$ cat config.mk
export PLATFORM = sky130hd
export DESIGN_NAME = mem_port_arbiter
export DESIGN_NICKNAME = d
export VERILOG_FILES = /design/src/rtl/mem_port_arbiter.sv
export SDC_FILE = /design/constraint.sdc
export NUM_CORES = 1
export LEC_CHECK = 0
export CAP_MARGIN = 30
export CORE_UTILIZATION = 43
export CTS_BUF_LIST = sky130_fd_sc_hd__clkbuf_4 sky130_fd_sc_hd__clkbuf_8 sky130_fd_sc_hd__clkbuf_16
export DETAILED_ROUTE_END_ITERATION = 16
export PLACE_DENSITY = 0.92
export SLEW_MARGIN = 25
export SYNTH_ARGS = -nofsm -noshare
export SYNTH_HDL_FRONTEND = slang
export SYNTH_SLANG_ARGS = --single-unit
$ cat constraint.sdc
create_clock -name clk -period 2.2 [get_ports clk]
set_input_delay 0.22 -clock clk [delete_from_list [all_inputs] [get_ports clk]]
set_output_delay 0.22 -clock clk [all_outputs]
set_load 0.03 [all_outputs]
$ cat src/rtl/mem_port_arbiter.sv
`default_nettype none
// +--------------------------------------------------------------------------+
// | mem_port_arbiter                                                         |
// | Shares one fixed-latency memory port between fetch and data requesters. |
// | Optional fetch-fairness streak counter: define MEM_ARB_FAIR_EN.          |
// | Rev 1.0 - initial release                                                |
// +--------------------------------------------------------------------------+
module mem_port_arbiter #(
  parameter int MEM_LATENCY     = 1,
  parameter int MAX_DATA_STREAK = 4
) (
  input  logic            clk,
  input  logic            rst_b,
  input  logic            if_req,
  input  logic [31:0]     if_addr,
  output logic [31:0]     if_data,
  output logic            if_ready,
  input  logic            d_req,
  input  logic            d_we,
  input  logic [31:0]     d_addr,
  input  logic [0:3][7:0] d_wdata,
  output logic [0:3][7:0] d_rdata,
  output logic            d_ready,
  output logic [31:0]     mem_addr,
  output logic [0:3][7:0] mem_data_in,
  input  logic [0:3][7:0] mem_data_out,
  output logic            mem_write_en,
  output logic            gnt_data
);

  typedef enum logic [1:0] {
    S_IDLE   = 2'd0,
    S_ACCESS = 2'd1,
    S_DONE   = 2'd2
  } state_t;

  localparam logic [3:0] c_latency = 4'(MEM_LATENCY);

  state_t          r_state;
  state_t          w_state_nxt;
  logic [3:0]      r_cnt;
  logic            r_gnt_data;
  logic            r_we;
  logic [31:0]     r_addr;
  logic [0:3][7:0] r_wdata;
  logic [31:0]     r_if_data;
  logic [0:3][7:0] r_d_rdata;

  logic w_start;
  logic w_pick_data;
  logic w_fetch_turn;
  logic w_last;

  assign w_start     = (r_state == S_IDLE) && (if_req || d_req);
  assign w_pick_data = d_req && !w_fetch_turn;
  assign w_last      = (r_state == S_ACCESS) && (r_cnt == 4'd1);

`ifdef MEM_ARB_FAIR_EN
  localparam logic [3:0] c_max_streak = 4'(MAX_DATA_STREAK);

  // Counts consecutive data grants that left a waiting fetch behind.
  logic [3:0] r_streak;

  assign w_fetch_turn = if_req && (r_streak == c_max_streak);

  always_ff @(posedge clk or negedge rst_b) begin
    if (!rst_b) begin
      r_streak <= 4'd0;
    end else if (w_start) begin
      if (w_pick_data && if_req) begin
        r_streak <= r_streak + 4'd1;
      end else begin
        r_streak <= 4'd0;
      end
    end
  end
`else
  logic w_unused_cfg;

  assign w_fetch_turn = 1'b0;
  assign w_unused_cfg = (MAX_DATA_STREAK != 0);
`endif

  always_ff @(posedge clk or negedge rst_b) begin
    if (!rst_b) begin
      r_state <= S_IDLE;
    end else begin
      r_state <= w_state_nxt;
    end
  end

  always_comb begin
    w_state_nxt = r_state;
    case (r_state)
      S_IDLE:   if (if_req || d_req) w_state_nxt = S_ACCESS;
      S_ACCESS: if (w_last) w_state_nxt = S_DONE;
      S_DONE:   w_state_nxt = S_IDLE;
      default:  w_state_nxt = S_IDLE;
    endcase
  end

  always_ff @(posedge clk or negedge rst_b) begin
    if (!rst_b) begin
      r_cnt      <= 4'd0;
      r_gnt_data <= 1'b0;
      r_we       <= 1'b0;
      r_addr     <= 32'd0;
      r_wdata    <= '0;
      r_if_data  <= 32'd0;
      r_d_rdata  <= '0;
    end else begin
      if (w_start) begin
        r_cnt      <= c_latency;
        r_gnt_data <= w_pick_data;
        r_we       <= w_pick_data && d_we;
        r_addr     <= w_pick_data ? d_addr : if_addr;
        r_wdata    <= w_pick_data ? d_wdata : '0;
      end else if (r_state == S_ACCESS) begin
        r_cnt <= r_cnt - 4'd1;
      end
      // A completed write reports zero read data to the data requester.
      if (w_last) begin
        if (r_gnt_data) begin
          r_d_rdata <= r_we ? '0 : mem_data_out;
        end else begin
          r_if_data <= mem_data_out;
        end
      end
    end
  end

  // Memory-side outputs decode from the state register so reset clears them at once.
  assign mem_addr     = (r_state == S_ACCESS) ? r_addr : 32'd0;
  assign mem_data_in  = ((r_state == S_ACCESS) && r_we) ? r_wdata : '0;
  assign mem_write_en = (r_state == S_ACCESS) && r_we && (r_cnt == c_latency);

  assign if_ready = (r_state == S_DONE) && !r_gnt_data;
  assign d_ready  = (r_state == S_DONE) && r_gnt_data;
  assign if_data  = r_if_data;
  assign d_rdata  = r_d_rdata;
  assign gnt_data = r_gnt_data;

endmodule
`default_nettype wire
## Word level (Yosys, flattened, before mapping)

Cells that the tools add are included.

| storage, ports and cells | value |
|---|---|
| word-level logic and storage cells | 45 |
| bits of input ports | 133 |
| flip-flop bits (word level) | 136 |
| memories kept | 0 |
| bits in latches | 0 |
| output and inout bits | 132 |
| bits in read-only memories | 0 |
| bits in writable memories | 0 |

| operators by class | value |
|---|---|
| shifts and indexed selects | 0 |
| muxes and demuxes | 10 |
| bitwise operators | 1 |
| divide/modulo/power cells | 0 |
| $mul | 0 |
| reductions and logical operators | 14 |
| add/sub/neg operators | 1 |
| order comparisons | 0 |
| equality and inequality tests | 5 |

Operators by type and width:

| kind | number |
|---|---|
| 32-bit 2-to-1 mux | 5 |
| 4-bit 2-to-1 mux | 2 |
| 1-bit logical AND | 7 |
| 2-bit AND reduction | 3 |
| 4-bit by 1-bit == test with 1-bit output, second input constant | 1 |
| 2-bit 2-to-1 mux | 2 |
| 2-bit case mux with 2 select lines | 1 |
| 4-bit by 1-bit subtractor with 4-bit output, second input constant | 1 |
| 2-bit by 1-bit == test with 1-bit output, second input constant | 1 |
| 2-bit == test, second input constant | 1 |
| 2-bit zero test | 1 |
| 2-bit by 1-bit inequality test with 1-bit output, second input constant | 1 |
| 2-bit inequality test, second input constant | 1 |
| 2-bit nonzero test | 1 |
| 1-bit zero test | 1 |
| 1-bit logical OR | 1 |
| 1-bit inverter | 1 |

## Depth between registers and ports, before layout

Gate-level depths: netlist of run 1.

| depth | value |
|---|---|
| depth in word-level cells | 4 |
| gate-level depth with buffers | 7 |

## Worst setup path after synthesis of run 1

No wires, ideal clock.

| path | value |
|---|---|
| kind | register -> register |
| from | reg r_cnt[1] |
| to | reg r_if_data[10], in the netlist if_data[10] |
| setup slack | 349 ps |
| stages on the path, launching flop included | 7 |
| arrival | 1726 ps |
| library setup time | 125 ps |
| cells stage by stage | dfrtp_1 -> inv_1 -> ha_1 -> or3b_1 -> nor3_2 -> buf_4 -> mux2_2 |

| on the way | value |
|---|---|
| cells in the longest elaborated chain, start to end | 3 |

Ends and longest elaborated chain:

| item | line | source |
|---|---|---|
| start: declaration | 41 | `logic [3:0] r_cnt;` |
| start signal: assignment | 113 | `r_cnt <= c_latency;` |
| start signal: assignment | 119 | `r_cnt <= r_cnt - 4'd1;` |
| 4-bit by 1-bit == test with 1-bit output | 56 | `assign w_last = (r_state == S_ACCESS) && (r_cnt == 4'd1);` |
| 1-bit logical AND | 56 |  |
| 2-bit AND reduction (no line) | - |  |
| end signal: assignment | 126 | `r_if_data <= mem_data_out;` |
| end: declaration | 46 | `logic [31:0] r_if_data;` |

Every way passes these cells.
A chain may end at the register's enable or synchronous reset.

## Final worst setup path of run 1

| path | value |
|---|---|
| from | reg r_gnt_data, in the netlist gnt_data |
| to | out if_ready |

| on the way | value |
|---|---|
| cells in the longest elaborated chain, start to end | 2 |

Ends and longest elaborated chain:

| item | line | source |
|---|---|---|
| start: declaration | 42 | `logic r_gnt_data;` |
| start signal: assignment | 114 | `r_gnt_data <= w_pick_data;` |
| 1-bit zero test | 137 | `assign if_ready = (r_state == S_DONE) && !r_gnt_data;` |
| 1-bit logical AND | 137 |  |
| end: declaration | 17 | `output logic if_ready,` |

Every way passes these cells.

==> metrics.md, run 1 <==
| Metric | Value |
|---|---|
| Worst path buffer plus inverter count | 1 |
| Met3 Track Usage GR | under 10% |
| Number of synthesized flops with an enable pin | 0 |
| Synthesized area | 6080 µm² |
| Cell Pwr Density | 1590 nW/µm² |
| Post-DP HPWL | 11,700 µm |
| Setup_tns | 0 ps |
| Async set-reset flop share out of synthesis | 100% |
| Die Area | 14,600 µm² |
| First-pass DRT Iterations | 4 |
| Power share of the clock group | between 10% and 20% |
| Register clock-pin slew on the reported worst setup and hold paths | approximately 50 ps |
| Antenna diodes | 0 |
| CORE AREA | 13,800 µm² |
| Worst Path Class, Setup | flop to output pin |
| Share of Yosys cell area claimed by the top area cell type | a little under three fifths |
| Synthesized flop and latch total | 136 |
| Internal power | 9.00 mW |
| TritonCTS clock tree | done |
| Initial antenna violation count | 0 |
| IO Count | around 270 |
| Synth area leaders | dfrtp_1 56%, mux2_2 11%, mux2i_1 5.4% |
| Busiest grt layer | met2 |
| Sw Share | 40.0% |
| CTS Buf Count | 17 |
| Delay-heaviest family, CP | buffers and inverters |
| Critical Path Max Stage Delay | 740 ps |
| Period utilisation layout | a little over nine tenths |
| Net count, final | 892 |
| CP Max Fanout | 6 |
| Die Wd | about 120 µm |
| Chip Height | 121 µm |
| Slew HR | 67.8% |
| Clock Skew | 8.18 ps |
| Net Switching | 6.00 mW |
| Grt met1 use | 26.9% |
| Vias in the first global route | 5,225 |
| Largest net degree at the start of global routing | 60 |
| Fmax | around 480 MHz |
| Final-report max-slew violation count | 0 |
| HP Class | input port to flop |
| Clock Path Buffers | 2 |
| WP data arrival | between 1500 and 2000 ps |
| Hold path cells | 3 |
| Part of the power in registers | 30.4% |
| Final Hold Vio Count | 0 |
| Overall routing resource usage | 23.5% |
| Comb pwr share | around half |
| Syn nets | 634 |
| R2R depth | 6 |
| Clock Latency Late Sink | 410 ps |
| Status | complete, no violations |
| Initial DRC count | roughly 270 |
| Final instance area | about 9400 µm² |
| Synth cell types | 30 |
| Final setup viols | 0 |
| Routability cong. | 0.773 |
| ANT nets after route | 0 |
| # rows | 43 |
| Worst-path cell chain | nor3b_1 -> clkdlybuf4s50_1 |
| Area Overhead vs Synth | 54.9% |
| Maximum vdd drop | between 0.6 and 0.7 mV |
| R2r setup slk | 220 ps |
| Slew @ Worst Pin | about 480 ps |
| Crit end category | output pin |
| First-pass GRT wire length | 26,200 µm |
| Crit path time final | 2090 ps |
| CTS Sinks | 136 |
| Sequential-to-total area share from yosys stat | 56.0% |
| Post-Syn Area per Cell | 12.2 µm² |
| Cell depth of the worst setup path | 2 |
| WP data required | about 2000 ps |
| Starting Density | 44.0% |
| Root buf cell | clkbuf_16 |
| Largest area contributor in the netlist | dfrtp_1 |
| Routed WL per cell | 17.5 µm |
| Cell Area, Placed | ~8800 µm² |
| # H-tree levels | 4 |
| Overflow after GRT | 0 |
| Max-Cap Viols | 0 |
| Type of origin of the critical path | flop |
| Drt via density | 5.24 |
| Leakage | 4.31 nW |
| CP max stage cell | clkdlybuf4s50_1 |
| Top_reg_cell synth | dfrtp_1 |
| Met2 GRT Util | 42.0% |
| Share of cells above drive strength 1 | between 20% and 30% |
| Gate Count Post-Synth | 499 |
| Total number of vias | 4,968 |
| # DRC | 0 |
| Yosys warns | 0 |
| RSZ-0062 raised after global routing | no |
| Final wirelength | 16,500 µm |
| Port bufs | approximately 260 |
-- worst reg2reg max path: cells and delay by family (launching register included) --
| kind | cells | cell delay [ps] |
|---|---|---|
| simple gates | 2 | 600 |
| flops | 1 | 390 |
| mux | 1 | 370 |
| buf+inv | 2 | 330 |
| fa+ha+maj | 1 | 170 |
-- kinds of logic (layout without fill, tap and decap cells) --
logic type | after synthesis | in the layout | synth area share [%]
AO/OA/AOI/OAI | 101 | 101 | 10.4
AND/OR/NAND/NOR | 116 | 116 | 11.8
XOR/XNOR | 2 | 2 | 0.288
adder cells (fa/ha/maj) | 2 | 2 | 0.412
multiplexers | 97 | 97 | 17.3
buffers and inverters | 45 | 314 | 3.75
flip-flops | 136 | 136 | 56.0
-- power by group through the flow --
stage / combinational [mW] / sequential [mW] / clock, mW
global route: 7.99 / 4.71 / 3.09
detailed placement: 7.54 / 4.56 / 0
finish: 7.52 / 4.56 / 2.92
CTS: 7.57 / 4.55 / 2.98
global placement: 7.33 / 4.45 / 0
floorplan: 3.54 / 5.51 / 0
-- synth_stat cells, types with 3 or more instances --
master,number
nor2b_1,33
and2_1,32
dfrtp_1,136
buf_6,5
mux2_2,62
o21ai_0,66
and3_1,33
nor2_1,5
buf_4,3
inv_1,3
clkbuf_1,26
buf_2,8
mux2i_1,33
a22o_1,33
-- flip-flops by register name, indices dropped and copies added (netlist names) --
name / flops
d_rdata: 32
if_data: 32
r_addr: 32
r_wdata: 32
r_cnt: 4
r_state: 2
gnt_data: 1
r_we: 1
-- cell type report --
cell class,count,area (µm²)
fillers,922,4410
multi-input cells,318,2460
clock inverters,12,176
clock buffers,18,433
repair buffers,281,2700
well taps,180,225
flip-flops and latches,136,3400
inverters,3,11.3
-- layout by cell type (no fill, tap or decap), drive strengths merged, types with 2 or more instances in the layout --
master | Yosys | routed
ha | 2 | 2
clkinvlp | 0 | 2
buf | 16 | 83
o21ai | 66 | 66
clkinv | 0 | 5
mux2 | 64 | 64
clkdlybuf4s50 | 0 | 197
a22o | 33 | 33
mux2i | 33 | 33
nor2b | 33 | 33
inv | 3 | 4
or2 | 2 | 2
nor3b | 2 | 2
and3 | 33 | 33
nor2 | 5 | 5
nand2 | 2 | 2
and2 | 32 | 32
bufinv | 0 | 4
dfrtp | 136 | 136
clkbuf | 26 | 18
-- per-layer routing --
layer  vias to the layer above  share of wire [%]
met5                         -                  0
met4                         0                1.8
met3                        25                5.6
met2                       197                 52
met1                      2476                 40
li1                       2270                  -
-- worst paths after layout --
| kind | from | end |
|---|---|---|
| max in group asynchronous | rst_b | d_rdata[3] |
| hold reg to reg | r_wdata[14] | r_wdata[14] |
| setup reg to reg | r_cnt[1] | if_data[20] |
| min in group asynchronous | rst_b | if_data[8] |
| setup / recovery | gnt_data | if_ready |
| hold / removal | d_req | r_addr[23] |
-- per-stage QoR --
| stage | power, mW | setup WS [ps] | utilization, % | hold slack, ps | instances |
|---|---|---|---|---|---|
| after floorplan | 9.05 | 349 | - | -75.6 | 499 |
| after global placement | 11.8 | 337 | 63.6 | 173 | 917 |
| after detailed placement | 12.1 | 242 | 63.6 | 185 | 917 |
| after CTS | 15.1 | 74.8 | 68.0 | 301 | 948 |
| after global routing | 15.8 | 55.5 | 68.1 | 350 | 948 |
| final | 15.0 | 106 | 68.1 | 317 | 948 |
-- repair_timing --
item,in CTS,in global routing
resized for setup,0,1
hold buffers,1,0
endpoints found under the hold margin,47,0
setup endpoints to repair,0,5
buffers inserted,0,0
Note: power is estimated with default switching activity, not from simulation.
==> run 2: changes to the inputs <==
GPL_TIMING_DRIVEN = 0   (was unset)
TNS_END_PERCENT = 5   (was unset)
==> run 2 against run 1 <==
First-iteration DRC count decreased by 17%. Non-clock buffer count increased by 25. Total power rose by 0.64%. Register-to-register slack worse by 70 ps. Sequential share of layout area is 0.096 points lower. Largest cell class unchanged. Worst setup slack lost 34 ps.
==> metrics.md, run 2 (synthesis results as in run 1) <==
| Metric | Value |
|---|---|
| Hold endpoint | r_addr[1] |
| Reg2Reg Capture Point | if_data[12] |
| Clock Skew | about 7.4 ps |
| Clock Path Buffers | 2 |
| Part of the power in registers | 29.9% |
| Sw Share | roughly two fifths |
| Period utilisation layout | 96.7% |
| Net Switching | 6.15 mW |
| Final-report max-slew violation count | 0 |
| # H-tree levels | 4 |
| Critical R2R Launch | r_cnt[1] |
| Largest net degree at the start of global routing | 70 |
| Starting Density | 44.0% |
| Overflow after GRT | 0 |
| Root buf cell | clkbuf_16 |
| CP Max Fanout | 10 |
| Initial antenna violation count | 0 |
| Register clock-pin slew on the reported worst setup and hold paths | 50 ps |
| Crit path launch | r_state[0] |
| Type of origin of the critical path | flop |
| Antenna diodes | 0 |
| CTS Buf Count | 17 |
| Total number of vias | 5,089 |
| CTS Sinks | 136 |
| Commonest non-fill, non-tap cells in the layout | 197 x clkdlybuf4s50_1, 135 x dfrtp_1, 66 x o21ai_0, 62 x mux2_2 |
| Fmax | 470 MHz |
| Final Hold Vio Count | 0 |
| WP data required | 1980 ps |
| Post-DP HPWL | roughly 13,000 µm |
| Cell Pwr Density | 1600 nW/µm² |
| TritonCTS clock tree | done |
| Slew @ Worst Pin | 735 ps |
| Area Overhead vs Synth | 55.3% |
| Vias in the first global route | approximately 5,300 |
| # rows | 43 |
| Maximum vdd drop | 0.614 mV |
| R2R depth | 6 |
| Setup_tns | 0 ps |
| Delay-heaviest family, CP | buffers and inverters |
| Worst-path cell chain | nor2b_4 -> clkbuf_8 -> clkbuf_4 -> and3_1 -> clkdlybuf4s15_2 |
| Slew HR | 51.0% |
| Internal power | between 8 and 9 mW |
| Port bufs | 263 |
| Final wirelength | 17,700 µm |
| R2r setup slk | ~150 ps |
| Power share of the clock group | 19.8% |
| Final Instance Count excl. Fillers | 975 |
| Dpl cells | approximately 940 |
| Pre-CTS setup slack | -398 ps |
| Crit end category | output pin |
| HP Class | input port to flop |
| Crit path time final | 2130 ps |
| RSZ-0062 raised after global routing | yes |
| IO Count | roughly 270 |
| Critical Path Max Stage Delay | 420 ps |
| Worst Path Class, Setup | flop to output pin |
| First-pass DRT Iterations | 4 |
| Overall routing resource usage | 25.6% |
| CORE AREA | 13,800 µm² |
| Final setup viols | 0 |
| Die Area | 14,600 µm² |
| Comb pwr share | 50.3% |
| Routed WL per cell | approximately 18 µm |
| First-pass GRT wire length | 28,200 µm |
| Leakage | 4.38 nW |
| Chip Height | 121 µm |
| Die Wd | ~120 µm |
| ANT nets after route | 0 |
| Status | complete, no violations |
| Final WS setup | 72.5 ps |
| Hold Crit Start | d_req |
| Share of cells above drive strength 1 | 21.3% |
| # DRC | 0 |
| Clock Latency Late Sink | 410 ps |
| Hold path cells | 3 |
| CP max stage cell | dfrtp_1 |
| WP data arrival | 1910 ps |
| Net count, final | between 900 and 1,000 |
| Routability cong. | ~0.76 |
| Max-Cap Viols | 0 |
| Post-CTS setup buffer count | 0 |
| Commonest non-fill, non-tap cell in the layout | clkdlybuf4s50_1 |
| Worst path buffer plus inverter count | 3 |
| Drt via density | 5.22 |
| Initial DRC count | 227 |
## run 2: cell count changes in the layout (fill, tap and decap cells not counted), moves of 5 or more
cell,change
buf_4,-70
clkbuf_2,+33
dlygate4sd2_1,+18
buf_2,+17
clkbuf_1,+16
buf_12,-7
clkdlybuf4s18_2,+5
## run 2: how the worst max path moves through the flow
stage                      end  slack (ps)  depth (start not counted)
2_1_floorplan      if_data[10]         350                          6
3_3_place_gp        r_addr[14]       -4460                          1
3_5_place_dp   mem_data_in[21]        -400                          5
4_1_cts           mem_addr[15]         0.7                          5
5_1_grt        mem_data_in[22]         -40                          5
6_report       mem_data_in[22]          70                          5
## run 2: cell type report
cell class | instances | area [µm²]
sequential | 136 | 3400
clock inverter | 12 | 173
timing repair buffer | 265 | 2480
buffer | 41 | 235
inverter | 3 | 11.3
clock buffer | 20 | 448
multi-input combinational | 318 | 2460
tap | 180 | 225
fill | 1020 | 4390
## run 2: timing repair
action                                  4_1_cts  5_1_grt
resized for setup                           134       65
endpoints found under the setup margin       65       72
gates cloned                                  0        0
hold buffers                                  1        0
endpoints found under the hold margin        68        0
## run 2: power by group through the flow
stage	Clock [mW]	Sequential [mW]	Combinational [mW]
CTS	3.03	4.49	7.75
detailed placement	0	4.45	7.87
finish	2.99	4.52	7.59
global placement	0	4.36	7.70
global route	3.16	4.65	8.15
floorplan	0	5.51	3.54
## run 2: layer usage
metal	vias up	track usage (%)	wire length (µm)
li1	2329	-	-
met1	2487	30.8	7080
met2	230	42.5	8700
met3	43	7.94	1360
met4	0	10.7	584
met5	-	0	0
## run 2: tightest hold or removal path, cell delays in order
cell and delay, ps:
buf_2 170, mux2i_1 150, o21ai_0 130
## run 2: through the flow
step                      util [%]  power (mW)  area (µm²)  hold WS (ps)
after floorplan                  -        9.05        6080         -75.6
after global placement        64.6        12.1        8930           471
after detailed placement      64.9        12.3        8970           205
after CTS                     69.5        15.3        9610           297
after global routing          68.3        16.0        9440           300
final                         68.3        15.1        9440           302
